==> src/rtl/branch_resolve_unit_if.sv <==
// Branch request / redirect bundle between the EX-stage pipeline and branch_resolve_unit.
// The master side issues requests and flags; the slave side (the unit) returns redirect and status.
interface branch_resolve_unit_if;
  logic        flag_we;
  logic        z_in;
  logic        n_in;
  logic        br_valid;
  logic [1:0]  br_type;
  logic [31:0] br_target;
  logic        br_ready;
  logic        redirect;
  logic [31:0] redirect_pc;
  logic        flush;
  logic        z_flag;
  logic        n_flag;
  logic        bad_type;
  logic [15:0] taken_cnt;

  modport master (
    output flag_we, z_in, n_in, br_valid, br_type, br_target,
    input  br_ready, redirect, redirect_pc, flush, z_flag, n_flag, bad_type, taken_cnt
  );

  modport slave (
    input  flag_we, z_in, n_in, br_valid, br_type, br_target,
    output br_ready, redirect, redirect_pc, flush, z_flag, n_flag, bad_type, taken_cnt
  );
endinterface

==> src/rtl/branch_resolve_unit.sv <==
// Branch resolver: 1-cycle registered redirect, then flush for FLUSH_CYCLES with br_ready low (requests ignored).
// Optional flag forwarding of same-cycle z_in/n_in into the branch decision: BRU_FLAG_FORWARD_EN.
module branch_resolve_unit #(
  parameter int unsigned FLUSH_CYCLES = 2
) (
  input logic                  clk,
  input logic                  rst_n,
  branch_resolve_unit_if.slave bus
);

  typedef enum logic {
    S_IDLE  = 1'b0,
    S_FLUSH = 1'b1
  } state_t;

  localparam logic [1:0] BR_JMP = 2'b00;
  localparam logic [1:0] BR_BRZ = 2'b01;
  localparam logic [1:0] BR_BRN = 2'b10;
  localparam logic [1:0] BR_RSV = 2'b11;

  localparam logic [3:0] CNT_LOAD = 4'(FLUSH_CYCLES - 1);

  state_t      state_q, state_d;
  logic [3:0]  cnt_q, cnt_d;
  logic        redirect_q, redirect_d;
  logic [31:0] redirect_pc_q, redirect_pc_d;
  logic        z_flag_q, z_flag_d;
  logic        n_flag_q, n_flag_d;
  logic        bad_type_q, bad_type_d;
  logic [15:0] taken_cnt_q, taken_cnt_d;

  logic accept;
  logic z_use;
  logic n_use;
  logic taken;

  always_ff @(posedge clk or negedge rst_n) begin
    if (!rst_n) begin
      state_q       <= S_IDLE;
      cnt_q         <= 4'd0;
      redirect_q    <= 1'b0;
      redirect_pc_q <= 32'h0000_0000;
      z_flag_q      <= 1'b0;
      n_flag_q      <= 1'b0;
      bad_type_q    <= 1'b0;
      taken_cnt_q   <= 16'h0000;
    end else begin
      state_q       <= state_d;
      cnt_q         <= cnt_d;
      redirect_q    <= redirect_d;
      redirect_pc_q <= redirect_pc_d;
      z_flag_q      <= z_flag_d;
      n_flag_q      <= n_flag_d;
      bad_type_q    <= bad_type_d;
      taken_cnt_q   <= taken_cnt_d;
    end
  end

  always_comb begin
    accept = bus.br_valid && (state_q == S_IDLE);

`ifdef BRU_FLAG_FORWARD_EN
    z_use = bus.flag_we ? bus.z_in : z_flag_q;
    n_use = bus.flag_we ? bus.n_in : n_flag_q;
`else
    z_use = z_flag_q;
    n_use = n_flag_q;
`endif

    case (bus.br_type)
      BR_JMP:  taken = 1'b1;
      BR_BRZ:  taken = z_use;
      BR_BRN:  taken = n_use;
      default: taken = 1'b0;
    endcase

    state_d       = state_q;
    cnt_d         = cnt_q;
    redirect_d    = 1'b0;
    redirect_pc_d = redirect_pc_q;
    z_flag_d      = z_flag_q;
    n_flag_d      = n_flag_q;
    bad_type_d    = 1'b0;
    taken_cnt_d   = taken_cnt_q;

    case (state_q)
      S_IDLE: begin
        // The flag producer is squashed during FLUSH, so flags only load while idle.
        if (bus.flag_we) begin
          z_flag_d = bus.z_in;
          n_flag_d = bus.n_in;
        end
        if (accept && taken) begin
          state_d       = S_FLUSH;
          cnt_d         = CNT_LOAD;
          redirect_d    = 1'b1;
          redirect_pc_d = bus.br_target;
          taken_cnt_d   = taken_cnt_q + 16'd1;
        end
        bad_type_d = accept && (bus.br_type == BR_RSV) && !bad_type_q;
      end
      S_FLUSH: begin
        if (cnt_q == 4'd0) begin
          state_d = S_IDLE;
        end else begin
          cnt_d = cnt_q - 4'd1;
        end
      end
      default: state_d = S_IDLE;
    endcase
  end

  always_comb begin
    bus.br_ready    = (state_q == S_IDLE);
    bus.flush       = (state_q == S_FLUSH);
    bus.redirect    = redirect_q;
    bus.redirect_pc = redirect_pc_q;
    bus.z_flag      = z_flag_q;
    bus.n_flag      = n_flag_q;
    bus.bad_type    = bad_type_q;
    bus.taken_cnt   = taken_cnt_q;
  end

endmodule

==> src/flat_wrapper.sv <==
// flat-port wrapper written by rule: the top's interface ports become plain ports
module branch_resolve_unit_flat 
#(
  parameter int unsigned FLUSH_CYCLES = 2
)
  (clk, rst_n, bus_flag_we, bus_z_in, bus_n_in, bus_br_valid, bus_br_type, bus_br_target, bus_br_ready, bus_redirect, bus_redirect_pc, bus_flush, bus_z_flag, bus_n_flag, bus_bad_type, bus_taken_cnt);
  branch_resolve_unit_if bus_i ();
  input logic clk;
  input logic rst_n;
  input wire logic [$bits(bus_i.flag_we)-1:0] bus_flag_we;
  input wire logic [$bits(bus_i.z_in)-1:0] bus_z_in;
  input wire logic [$bits(bus_i.n_in)-1:0] bus_n_in;
  input wire logic [$bits(bus_i.br_valid)-1:0] bus_br_valid;
  input wire logic [$bits(bus_i.br_type)-1:0] bus_br_type;
  input wire logic [$bits(bus_i.br_target)-1:0] bus_br_target;
  output wire logic [$bits(bus_i.br_ready)-1:0] bus_br_ready;
  output wire logic [$bits(bus_i.redirect)-1:0] bus_redirect;
  output wire logic [$bits(bus_i.redirect_pc)-1:0] bus_redirect_pc;
  output wire logic [$bits(bus_i.flush)-1:0] bus_flush;
  output wire logic [$bits(bus_i.z_flag)-1:0] bus_z_flag;
  output wire logic [$bits(bus_i.n_flag)-1:0] bus_n_flag;
  output wire logic [$bits(bus_i.bad_type)-1:0] bus_bad_type;
  output wire logic [$bits(bus_i.taken_cnt)-1:0] bus_taken_cnt;
  assign bus_i.flag_we = bus_flag_we;
  assign bus_i.z_in = bus_z_in;
  assign bus_i.n_in = bus_n_in;
  assign bus_i.br_valid = bus_br_valid;
  assign bus_i.br_type = bus_br_type;
  assign bus_i.br_target = bus_br_target;
  assign bus_br_ready = bus_i.br_ready;
  assign bus_redirect = bus_i.redirect;
  assign bus_redirect_pc = bus_i.redirect_pc;
  assign bus_flush = bus_i.flush;
  assign bus_z_flag = bus_i.z_flag;
  assign bus_n_flag = bus_i.n_flag;
  assign bus_bad_type = bus_i.bad_type;
  assign bus_taken_cnt = bus_i.taken_cnt;
  branch_resolve_unit #(.FLUSH_CYCLES(FLUSH_CYCLES)) u_core (.clk(clk), .rst_n(rst_n), .bus(bus_i));
endmodule
==> config.mk <==
export PLATFORM = sky130hd
export DESIGN_NAME = branch_resolve_unit_flat
export DESIGN_NICKNAME = d
export VERILOG_FILES = /design/src/rtl/branch_resolve_unit_if.sv /design/src/rtl/branch_resolve_unit.sv /design/src/flat_wrapper.sv
export SDC_FILE = /design/constraint.sdc
export NUM_CORES = 1
export LEC_CHECK = 0
export BUFFER_PORTS_ARGS = -buffer_cell sky130_fd_sc_hd__buf_2
export CELL_PAD_IN_SITES_DETAIL_PLACEMENT = 0
export CELL_PAD_IN_SITES_GLOBAL_PLACEMENT = 1
export CORE_ASPECT_RATIO = 1.5
export CORE_UTILIZATION = 38
export CTS_CLUSTER_SIZE = 40
export DETAILED_ROUTE_END_ITERATION = 8
export PLACE_DENSITY = 0.89
export SYNTH_ARGS = -nofsm -noshare
export SYNTH_HDL_FRONTEND = slang
export SYNTH_SLANG_ARGS = --single-unit
==> constraint.sdc <==
create_clock -name clk -period 2.6 [get_ports clk]
set_input_delay 0.13 -clock clk [delete_from_list [all_inputs] [get_ports clk]]
set_output_delay 0.13 -clock clk [all_outputs]
set_load 0.03 [all_outputs]
==> results of run 1 <==
[cell type report]
type / count / share of cell area
clock buffers: 12 / 0.0459
clock inverters: 3 / 0.0119
inverters: 7 / 0.00778
multi-input cells: 166 / 0.246
flip-flops and latches: 57 / 0.422
well taps: 72 / 0.0267
repair buffers: 128 / 0.239
[routing by layer]
layer,GRT usage,vias to the layer above
li1,-,1000
met2,0.319,63
met3,0.0387,10
met5,0,-
met4,0.107,0
met1,0.222,951
[Yosys cell counts (all sizes together)]
cell type	count	area, um2
buf	5	30.0
xor2	9	78.8
a21oi	2	10.0
xnor2	8	70.1
and3	1	6.26
o22ai	1	12.5
nor2b	3	18.8
clkbuf	2	7.51
a21o	1	7.51
nor4	2	18.8
nand2	109	412
nand2b	1	6.26
nor2	10	45.0
inv	7	26.3
ha	2	25.0
nand4	3	33.8
nand3	6	40.0
nor3	5	25.0
o21ai	2	10.0
mux2	1	11.3
dfrtp	57	1430
[flip-flops by register name (all words and copies together) (netlist names)]
name	cells
u_core.bus.taken_cnt	16
u_core.bus.redirect	1
u_core.bus.flush	1
u_core.bus.redirect_pc	32
u_core.bus.bad_type	1
u_core.bus.n_flag	1
u_core.cnt_q	4
u_core.bus.z_flag	1
[worst max-delay path by stage]
stage | startpoint | to | slack [ps]
after floorplan | u_core.bus.n_flag | u_core.bus.taken_cnt[4] | 1050
after global placement | u_core.bus.flush | u_core.bus.taken_cnt[7] | 1110
after detailed placement | u_core.bus.flush | u_core.bus.redirect_pc[12] | 1040
after CTS | u_core.bus.flush | u_core.bus.redirect_pc[12] | 1000
after global routing | u_core.bus.flush | u_core.bus.redirect_pc[23] | 870
final | u_core.bus.flush | u_core.bus.redirect_pc[12] | 1030
[cells in the final DEF (no fill, tap or decap), types with 4 or more instances in the layout]
cell,Yosys,final
inv_1,6,6
nor3_1,5,5
nand3_1,4,4
buf_2,3,93
xnor2_1,8,8
dfrtp_1,57,57
nand2_1,108,108
clkbuf_8,0,11
nor2_1,9,9
dlygate4sd3_1,0,32
xor2_1,9,9
[per-stage QoR]
step                hold WS (ps)   util
CTS                        0.302  0.579
floorplan                   -166      -
global placement             312  0.491
finish                      22.3  0.579
global route                25.7  0.579
detailed placement           325  0.491
[worst max-delay path, stage by stage (launching register included)]
cell,delay [ps]
dfrtp_1,400
nor2b_1,250
nand2_2,100
inv_2,300
buf_4,290
nand2_1,80
nand2_1,60
[cell families after synthesis]
group,after synthesis,share of synthesized area
and+or+nand+nor,140,0.261
DFF,57,0.615
xor gates and xnor gates,17,0.0642
buffers and inverters,14,0.0275
AOI/OAI and AO/OA,6,0.0173
adders and majority gates,2,0.0108
muxes,1,0.00485
[where the power goes]
group          switching [mW]  internal [mW]  total, mW  leakage (nW)
Sequential              0.205           1.21       1.41         0.721
Combinational            1.06          0.466       1.52          1.07
Clock                   0.319          0.486      0.805         0.102
[timing repair]
action                    CTS  global route
gates resized for setup     0             0
hold buffers               32             0
hold endpoints to repair   88             0
buffers inserted            0             0
==> flow_metrics.env, run 1 <==
export IMPL_io_buffers=93
export IMPL_max_clock_freq_mhz=637
export IMPL_worstMarginPinSlew_ps=723
export IMPL_worstPathRequired_ps=2850
export IMPL_grt_use_total=0.191
export IMPL_crit_fanout=23
export IMPL_drcViolationCount=0
export IMPL_core_rowCount=34
export IMPL_hold_start="bus_br_target[9]"
export IMPL_arrival_ps=1820
export IMPL_post_route_cell_area_um2=3380
export IMPL_vias=2024
export IMPL_status="complete, no violations"
export IMPL_antenna_left=0
export IMPL_rr_endpoint="u_core.bus.redirect_pc[12]"
export IMPL_grt_overflow=0
export IMPL_drt_met1_wl_um=2250
export IMPL_gp_congestion=0.770
export IMPL_placed_cells=398
export IMPL_vias_per_cell=4.55
export IMPL_io_pins=94
export IMPL_drt_iter0_markers=100
export IMPL_wirelength_um=5450
export IMPL_fin_worst_skew_ps=7.65
export IMPL_clock_sinks=57
export IMPL_fill_cells=503
export IMPL_hold_path_class="input port to flop"
export IMPL_yosys_register_bits=57
export IMPL_antenna_cells=0
export IMPL_ys_warnings_count=0
export IMPL_cts_buffer_depth=2
export IMPL_start_kind="flop"
export IMPL_wire_per_inst_um=12.2
export IMPL_maxUsedRoutingLayer="met4"
export IMPL_syn_area_um2=2320
export IMPL_cts_tree="yes"
export IMPL_wl_met3_um=243
export IMPL_crit_type="flop to flop"
export IMPL_hpwl_um=3440
export IMPL_worstReg2RegStart="u_core.bus.flush"
export IMPL_grt_antenna_before_repair=0
export IMPL_drv_slew=0
export IMPL_syn_num_nets=279
export IMPL_place_ws_ps=1040
export IMPL_hold_viol=0
export IMPL_whs_endpoint="u_core.bus.redirect_pc[9]"
export IMPL_power_density_nw_per_um2=1110
export IMPL_r2r_cells=6
export IMPL_whs_path_depth=3
export IMPL_htree_num_levels=3
export IMPL_min_period_ps=1570
export IMPL_clockRootBuffer="clkbuf_8"
export IMPL_coreArea_um2=5830
export IMPL_cap_violations=0
export IMPL_synth_avg_cell_area_um2=9.79
export IMPL_total_leakage_power_nw=1.89
export IMPL_rrSetupSlack_ps=1030
export IMPL_numCtsBuffers=9
export IMPL_multi_input_area_um2=831
export IMPL_die_y_um=97.7
export IMPL_setup_violations=0
export IMPL_area_growth_pct=45.5
export IMPL_clk_pin_slew_ps=60
export IMPL_crit_path_end_kind="flop"
export IMPL_seq_area_um2=1430
export IMPL_timing_setup_tns_ps=0
export IMPL_grt_pass1_wl_um=9270
export IMPL_fin_nets=411
export IMPL_start_util=0.398
export IMPL_ys_types=28
export IMPL_grt_max_degree=58
export IMPL_vdd_ir_drop_max_mv=0.562
export IMPL_instances_no_fill=445
export IMPL_worst_slack_ps=1030
export IMPL_fp_dieArea_um2=6430
export IMPL_report_power_total_mw=3.74
export IMPL_fin_crit_sh=0.603
export IMPL_ys_seq_area_frac=0.615
export IMPL_met2WireLength_um=2850
export IMPL_die_x_um=65.8
export IMPL_place_area_um2=2860
export IMPL_drive_gt1_frac=0.319
export IMPL_relSlewSlack=0.518
export IMPL_grt_pass1_vias=2039
export IMPL_synth_cells=237
export IMPL_clk_insertion_delay_late_ps=320
export IMPL_drt_pre_antenna_iters=4
export IMPL_rsz0062_at_grt="false"
Power figures use the tool's default switching activity.
==> inputs of run 2 (changes only) <==
Settings changed: CORE_UTILIZATION 38 to 32, PLACE_DENSITY 0.89 to 0.8.
Clock period 2.6 ns to 1.44 ns, I/O delays scaled along.
==> run 2 against run 1 <==
  * Clock-buffer cell count grew 3
  * Largest power group unchanged
  * Critical path type unchanged
  * First-iteration DRC count fell by 19%
  * Power increased by 90%
==> flow_metrics.env, run 2 (same netlist as run 1, synthesis figures left out) <==
export IMPL_vias_per_cell=4.41
export IMPL_crit_chain="nor2b_4 -> and3_4 -> nand3_4 -> nor4_4 -> xor2_1"
export IMPL_numCtsBuffers=9
export IMPL_fin_worst_skew_ps=7.80
export IMPL_grt_antenna_before_repair=0
export IMPL_min_period_ps=1400
export IMPL_hpwl_um=3750
export IMPL_grt_max_degree=37
export IMPL_io_pins=94
export IMPL_cap_violations=0
export IMPL_fin_nets=432
export IMPL_power_density_nw_per_um2=1930
export IMPL_die_y_um=106
export IMPL_place_ws_ps=-20.0
export IMPL_grt_pass1_wl_um=9280
export IMPL_grt_overflow=0
export IMPL_setup_violations=0
export IMPL_report_power_total_mw=7.11
export IMPL_largest_reg_flops=32
export IMPL_cts_buffer_depth=2
export IMPL_drt_pre_antenna_iters=4
export IMPL_max_clock_freq_mhz=712
export IMPL_io_buffers=93
export IMPL_final_common_cell="nand2_1"
export IMPL_total_leakage_power_nw=2.00
export IMPL_coreArea_um2=6940
export IMPL_htree_num_levels=3
export IMPL_wirelength_um=5840
export IMPL_clockRootBuffer="clkbuf_8"
export IMPL_core_rowCount=37
export IMPL_grt_pass1_vias=2019
export IMPL_worst_slack_ps=36.1
export IMPL_hold_path_class="input port to flop"
export IMPL_crit_fanout=4
export IMPL_wire_per_inst_um=12.3
export IMPL_hold_viol=0
export IMPL_antenna_cells=0
export IMPL_drt_met1_wl_um=2410
export IMPL_cts_tree="yes"
export IMPL_start_util=0.334
export IMPL_fp_dieArea_um2=7600
export IMPL_drcViolationCount=0
export IMPL_die_x_um=71.5
export IMPL_gp_congestion=0.725
export IMPL_clk_insertion_delay_late_ps=340
export IMPL_fin_crit_sh=0.975
export IMPL_drive_gt1_frac=0.390
export IMPL_crit_path_end_kind="flop"
export IMPL_clock_sinks=57
export IMPL_drt_iter0_markers=81
export IMPL_slowest_delay_ps=430
export IMPL_grt_use_total=0.160
export IMPL_rsz0062_at_grt="true"
export IMPL_status="complete, no violations"
export IMPL_met2WireLength_um=3040
export IMPL_relSlewSlack=0.696
export IMPL_area_growth_pct=58.9
export IMPL_vias=2085
export IMPL_start_kind="flop"
export IMPL_antenna_left=0
export IMPL_worstMarginPinSlew_ps=457
export IMPL_drv_slew=0
export IMPL_worstPathRequired_ps=1690
export IMPL_final_util=0.531
export IMPL_crit_slowest_cell="dfrtp_2"
export IMPL_clk_pin_slew_ps=60
export IMPL_mostFrequentLayoutCells="108 x nand2_1, 93 x buf_2, 49 x dfrtp_1"
export IMPL_crit_type="flop to flop"
export IMPL_maxUsedRoutingLayer="met4"
export IMPL_wl_met3_um=209
export IMPL_vdd_ir_drop_max_mv=0.832
export IMPL_arrival_ps=1650
[run 2: changes by cell type in the layout (fill, tap and decap cells not counted), moves of 2 or more]
cell	change
buf_6	+2
nor3_2	+3
nor3_1	-4
clkbuf_8	+4
buf_12	+2
nor2b_1	-2
dfrtp_2	+8
dfrtp_1	-8
dlygate4sd3_1	+5
buf_4	+12
[run 2: what timing repair did]
item / CTS / global route
pin swaps: 1 / 4
buffers inserted: 1 / 8
hold endpoints to repair: 52 / 0
hold buffers: 37 / 0
gates resized for setup: 1 / 14
cloned: 0 / 0
endpoints found under the setup margin: 2 / 31
[run 2: area by class of cell]
cell class | count | area [um2]
Fill cell | 622 | 3260
Sequential cell | 57 | 1440
Timing Repair Buffer | 149 | 1010
Multi-Input combinational cell | 166 | 905
Clock buffer | 15 | 206
Tap cell | 78 | 97.6
Inverter | 7 | 26.3
Clock inverter | 1 | 5.00
[run 2: worst max-delay path, delay by kind of cell (launching register included)]
kind	cells	cell delay, ps
flip-flops	1	430
XOR/XNOR	1	190
AND/OR/NAND/NOR	4	700
[run 2: final timing paths]
| kind | startpoint | endpoint | slack, ps | cells past startpoint |
|---|---|---|---|---|
| worst max-delay path | u_core.bus.flush | u_core.bus.taken_cnt[15] | 40 | 5 |
| min in group asynchronous | rst_n | u_core.bus.bad_type | 210 | 2 |
| max in group asynchronous | rst_n | u_core.bus.redirect_pc[6] | 710 | 3 |
| worst min-delay path | bus_flag_we | u_core.bus.n_flag | 140 | 4 |
| worst max register to register | u_core.bus.flush | u_core.bus.taken_cnt[15] | 40 | 5 |
| worst min register to register | u_core.bus.bad_type | u_core.bus.bad_type | 430 | 1 |
[run 2: where the power goes]
group,total (mW),internal [mW],switching [mW]
clock network,1.53,0.905,0.626
registers,2.53,2.19,0.340
logic,3.05,1.02,2.03
total,7.11,4.11,3.00
[run 2: metal layers]
metal,vias to the layer above,GRT usage
met2,57,0.275
met3,14,0.0284
li1,1045,-
met4,0,0.102
met5,-,0
met1,969,0.181
[run 2: stage by stage]
stage               cells  cell area, um2  setup TNS [ps]  hold slack (ps)
finish                473            3690               0              137
floorplan             237            2330           -13.9             -224
detailed placement    411            2960           -20.0             46.5
global route          473            3690            -140              164
global placement      411            2960               0             46.8
CTS                   465            3550               0              136
==> inputs of run 3 (changes only) <==
==> constraint.sdc (replaced) <==
create_clock -name clk -period 1.44 [get_ports clk]
set_input_delay 0.072 -clock clk [delete_from_list [all_inputs] [get_ports clk]]
set_output_delay 0.072 -clock clk [all_outputs]
set_load 0.1 [all_outputs]
==> run 3 against run 2 <==
  * The flow now finishes with violations (setup timing)
  * Register-to-register slack worse by 50 ps
  * Sequential cell count is the same
  * First-iteration DRC count shrank 25%
  * Die area stayed put
  * Sequential share of layout area increased by 0.62 points
  * Global-route usage increased by 0.11 points
  * Final cell count decreased by 1.3%
  * Clock-buffer cell count is 4 lower
  * Wire length is 3.7% lower
==> flow_metrics.env, run 3 (same netlist as run 1, synthesis figures left out) <==
export IMPL_status="finished, violations left"
export IMPL_violations="setup timing"
export IMPL_cts_tree="yes"
export IMPL_numCtsBuffers=9
export IMPL_hold_path_class="input port to flop"
export IMPL_drt_iter0_markers=61
export IMPL_whs_path_depth=3
export IMPL_final_util=0.536
export IMPL_crit_chain="nor2b_4 -> and3_4 -> nand3_4 -> nor4_4 -> xor2_1"
export IMPL_arrival_ps=1710
export IMPL_io_pins=94
export IMPL_clock_sinks=57
export IMPL_drive_gt1_frac=0.406
export IMPL_crit_path_end_kind="flop"
export IMPL_grt_max_degree=58
export IMPL_setup_violations=1
export IMPL_core_rowCount=37
export IMPL_fill_cells=627
export IMPL_drt_pre_antenna_iters=4
export IMPL_crit_slowest_cell="dfrtp_4"
export IMPL_grt_overflow=0
export IMPL_crit_buf_inv=0
export IMPL_vias_per_cell=4.44
export IMPL_antenna_left=0
export IMPL_htree_num_levels=3
export IMPL_grt_antenna_before_repair=0
export IMPL_hold_viol=0
export IMPL_worst_slack_ps=-17.7
export IMPL_clockRootBuffer="clkbuf_8"
export IMPL_clk_insertion_delay_late_ps=330
export IMPL_start_kind="flop"
export IMPL_wirelength_um=5620
export IMPL_hpwl_um=3570
export IMPL_relSlewSlack=0.662
export IMPL_r2r_cells=5
export IMPL_fin_crit_sh=1.01
export IMPL_fin_worst_skew_ps=8.22
export IMPL_max_clock_freq_mhz=686
export IMPL_antenna_cells=0
export IMPL_rsz0062_at_grt="true"
export IMPL_mostFrequentLayoutCells="108 x nand2_1, 92 x buf_2, 40 x dfrtp_1"
export IMPL_io_buffers=93
export IMPL_crit_type="flop to flop"
export IMPL_grt_pass1_vias=2156
export IMPL_slowest_delay_ps=490
export IMPL_crit_fanout=7
export IMPL_crit_family="simple AND/OR/NAND/NOR gates"
export IMPL_fin_nets=426
export IMPL_coreArea_um2=6940
export IMPL_min_period_ps=1460
export IMPL_fp_dieArea_um2=7600
export IMPL_cts_buffer_depth=2
export IMPL_drv_slew=0
export IMPL_worstMarginPinSlew_ps=510
export IMPL_final_common_cell="nand2_1"
export IMPL_area_growth_pct=60.3
export IMPL_drcViolationCount=0
export IMPL_cp_depth=5
export IMPL_die_x_um=71.5
export IMPL_die_y_um=106
export IMPL_gp_congestion=0.690
export IMPL_grt_use_total=0.162
export IMPL_vias=2073
export IMPL_clk_pin_slew_ps=70
export IMPL_grt_pass1_wl_um=9440
export IMPL_place_ws_ps=-153
export IMPL_largest_reg_flops=32
export IMPL_wire_per_inst_um=12.0
export IMPL_worstPathRequired_ps=1690
export IMPL_start_util=0.334
export IMPL_cap_violations=0
==> run 3: cell type report <==
| class | count | area, um2 | share of cell area |
|---|---|---|---|
| repair buffers | 143 | 983 | 0.264 |
| clock buffers | 11 | 151 | 0.0407 |
| well taps | 78 | 97.6 | 0.0262 |
| inverters | 7 | 30.0 | 0.00807 |
| clock inverters | 5 | 77.6 | 0.0208 |
| multi-input cells | 166 | 908 | 0.244 |
| flip-flops and latches | 57 | 1470 | 0.396 |
==> run 3: metrics by stage <==
stage	hold WS [ps]	instance area (um2)	cells	setup TNS, ps
2_1_floorplan	-224	2400	237	-5460
3_3_place_gp	101	3000	409	-296
3_5_place_dp	98.7	3000	409	-688
4_1_cts	130	3640	463	0
5_1_grt	171	3720	467	-487
6_report	139	3720	467	-17.7
==> run 3: worst paths after layout <==
path                                     startpoint                  endpoint  slack [ps]
max in group asynchronous                     rst_n  u_core.bus.taken_cnt[13]         890
min in group asynchronous                     rst_n   u_core.bus.taken_cnt[6]         270
worst min register to register  u_core.bus.bad_type       u_core.bus.bad_type         430
worst max register to register     u_core.bus.flush  u_core.bus.taken_cnt[15]         -20
worst min-delay path                    bus_flag_we         u_core.bus.n_flag         140
worst max-delay path               u_core.bus.flush  u_core.bus.taken_cnt[15]         -20
==> run 3: routing by layer <==
layer / up-vias / wire (um) / global-route usage
met5: - / 0 / 0
met4: 0 / 71 / 0.0588
met3: 8 / 317 / 0.0474
met2: 61 / 3000 / 0.295
met1: 969 / 2230 / 0.174
li1: 1035 / - / -
==> run 3: worst register-to-register path: stages, from the launching register on <==
cell and delay [ps]:
dfrtp_4 490, nor2b_4 120, and3_4 190, nand3_4 140, nor4_4 290, xor2_1 150
==> run 3: what timing repair did <==
action                                  in CTS  in global routing
endpoints found under the setup margin      13                 38
hold endpoints to repair                    92                  0
resized for setup                            7                 11
hold buffers                                37                  0
buffers inserted                             1                  4
pin swaps                                    1                 10
Power of run 3 is not shown: default switching activity piles up to over one toggle a cycle in this logic, so the estimate is an artifact.
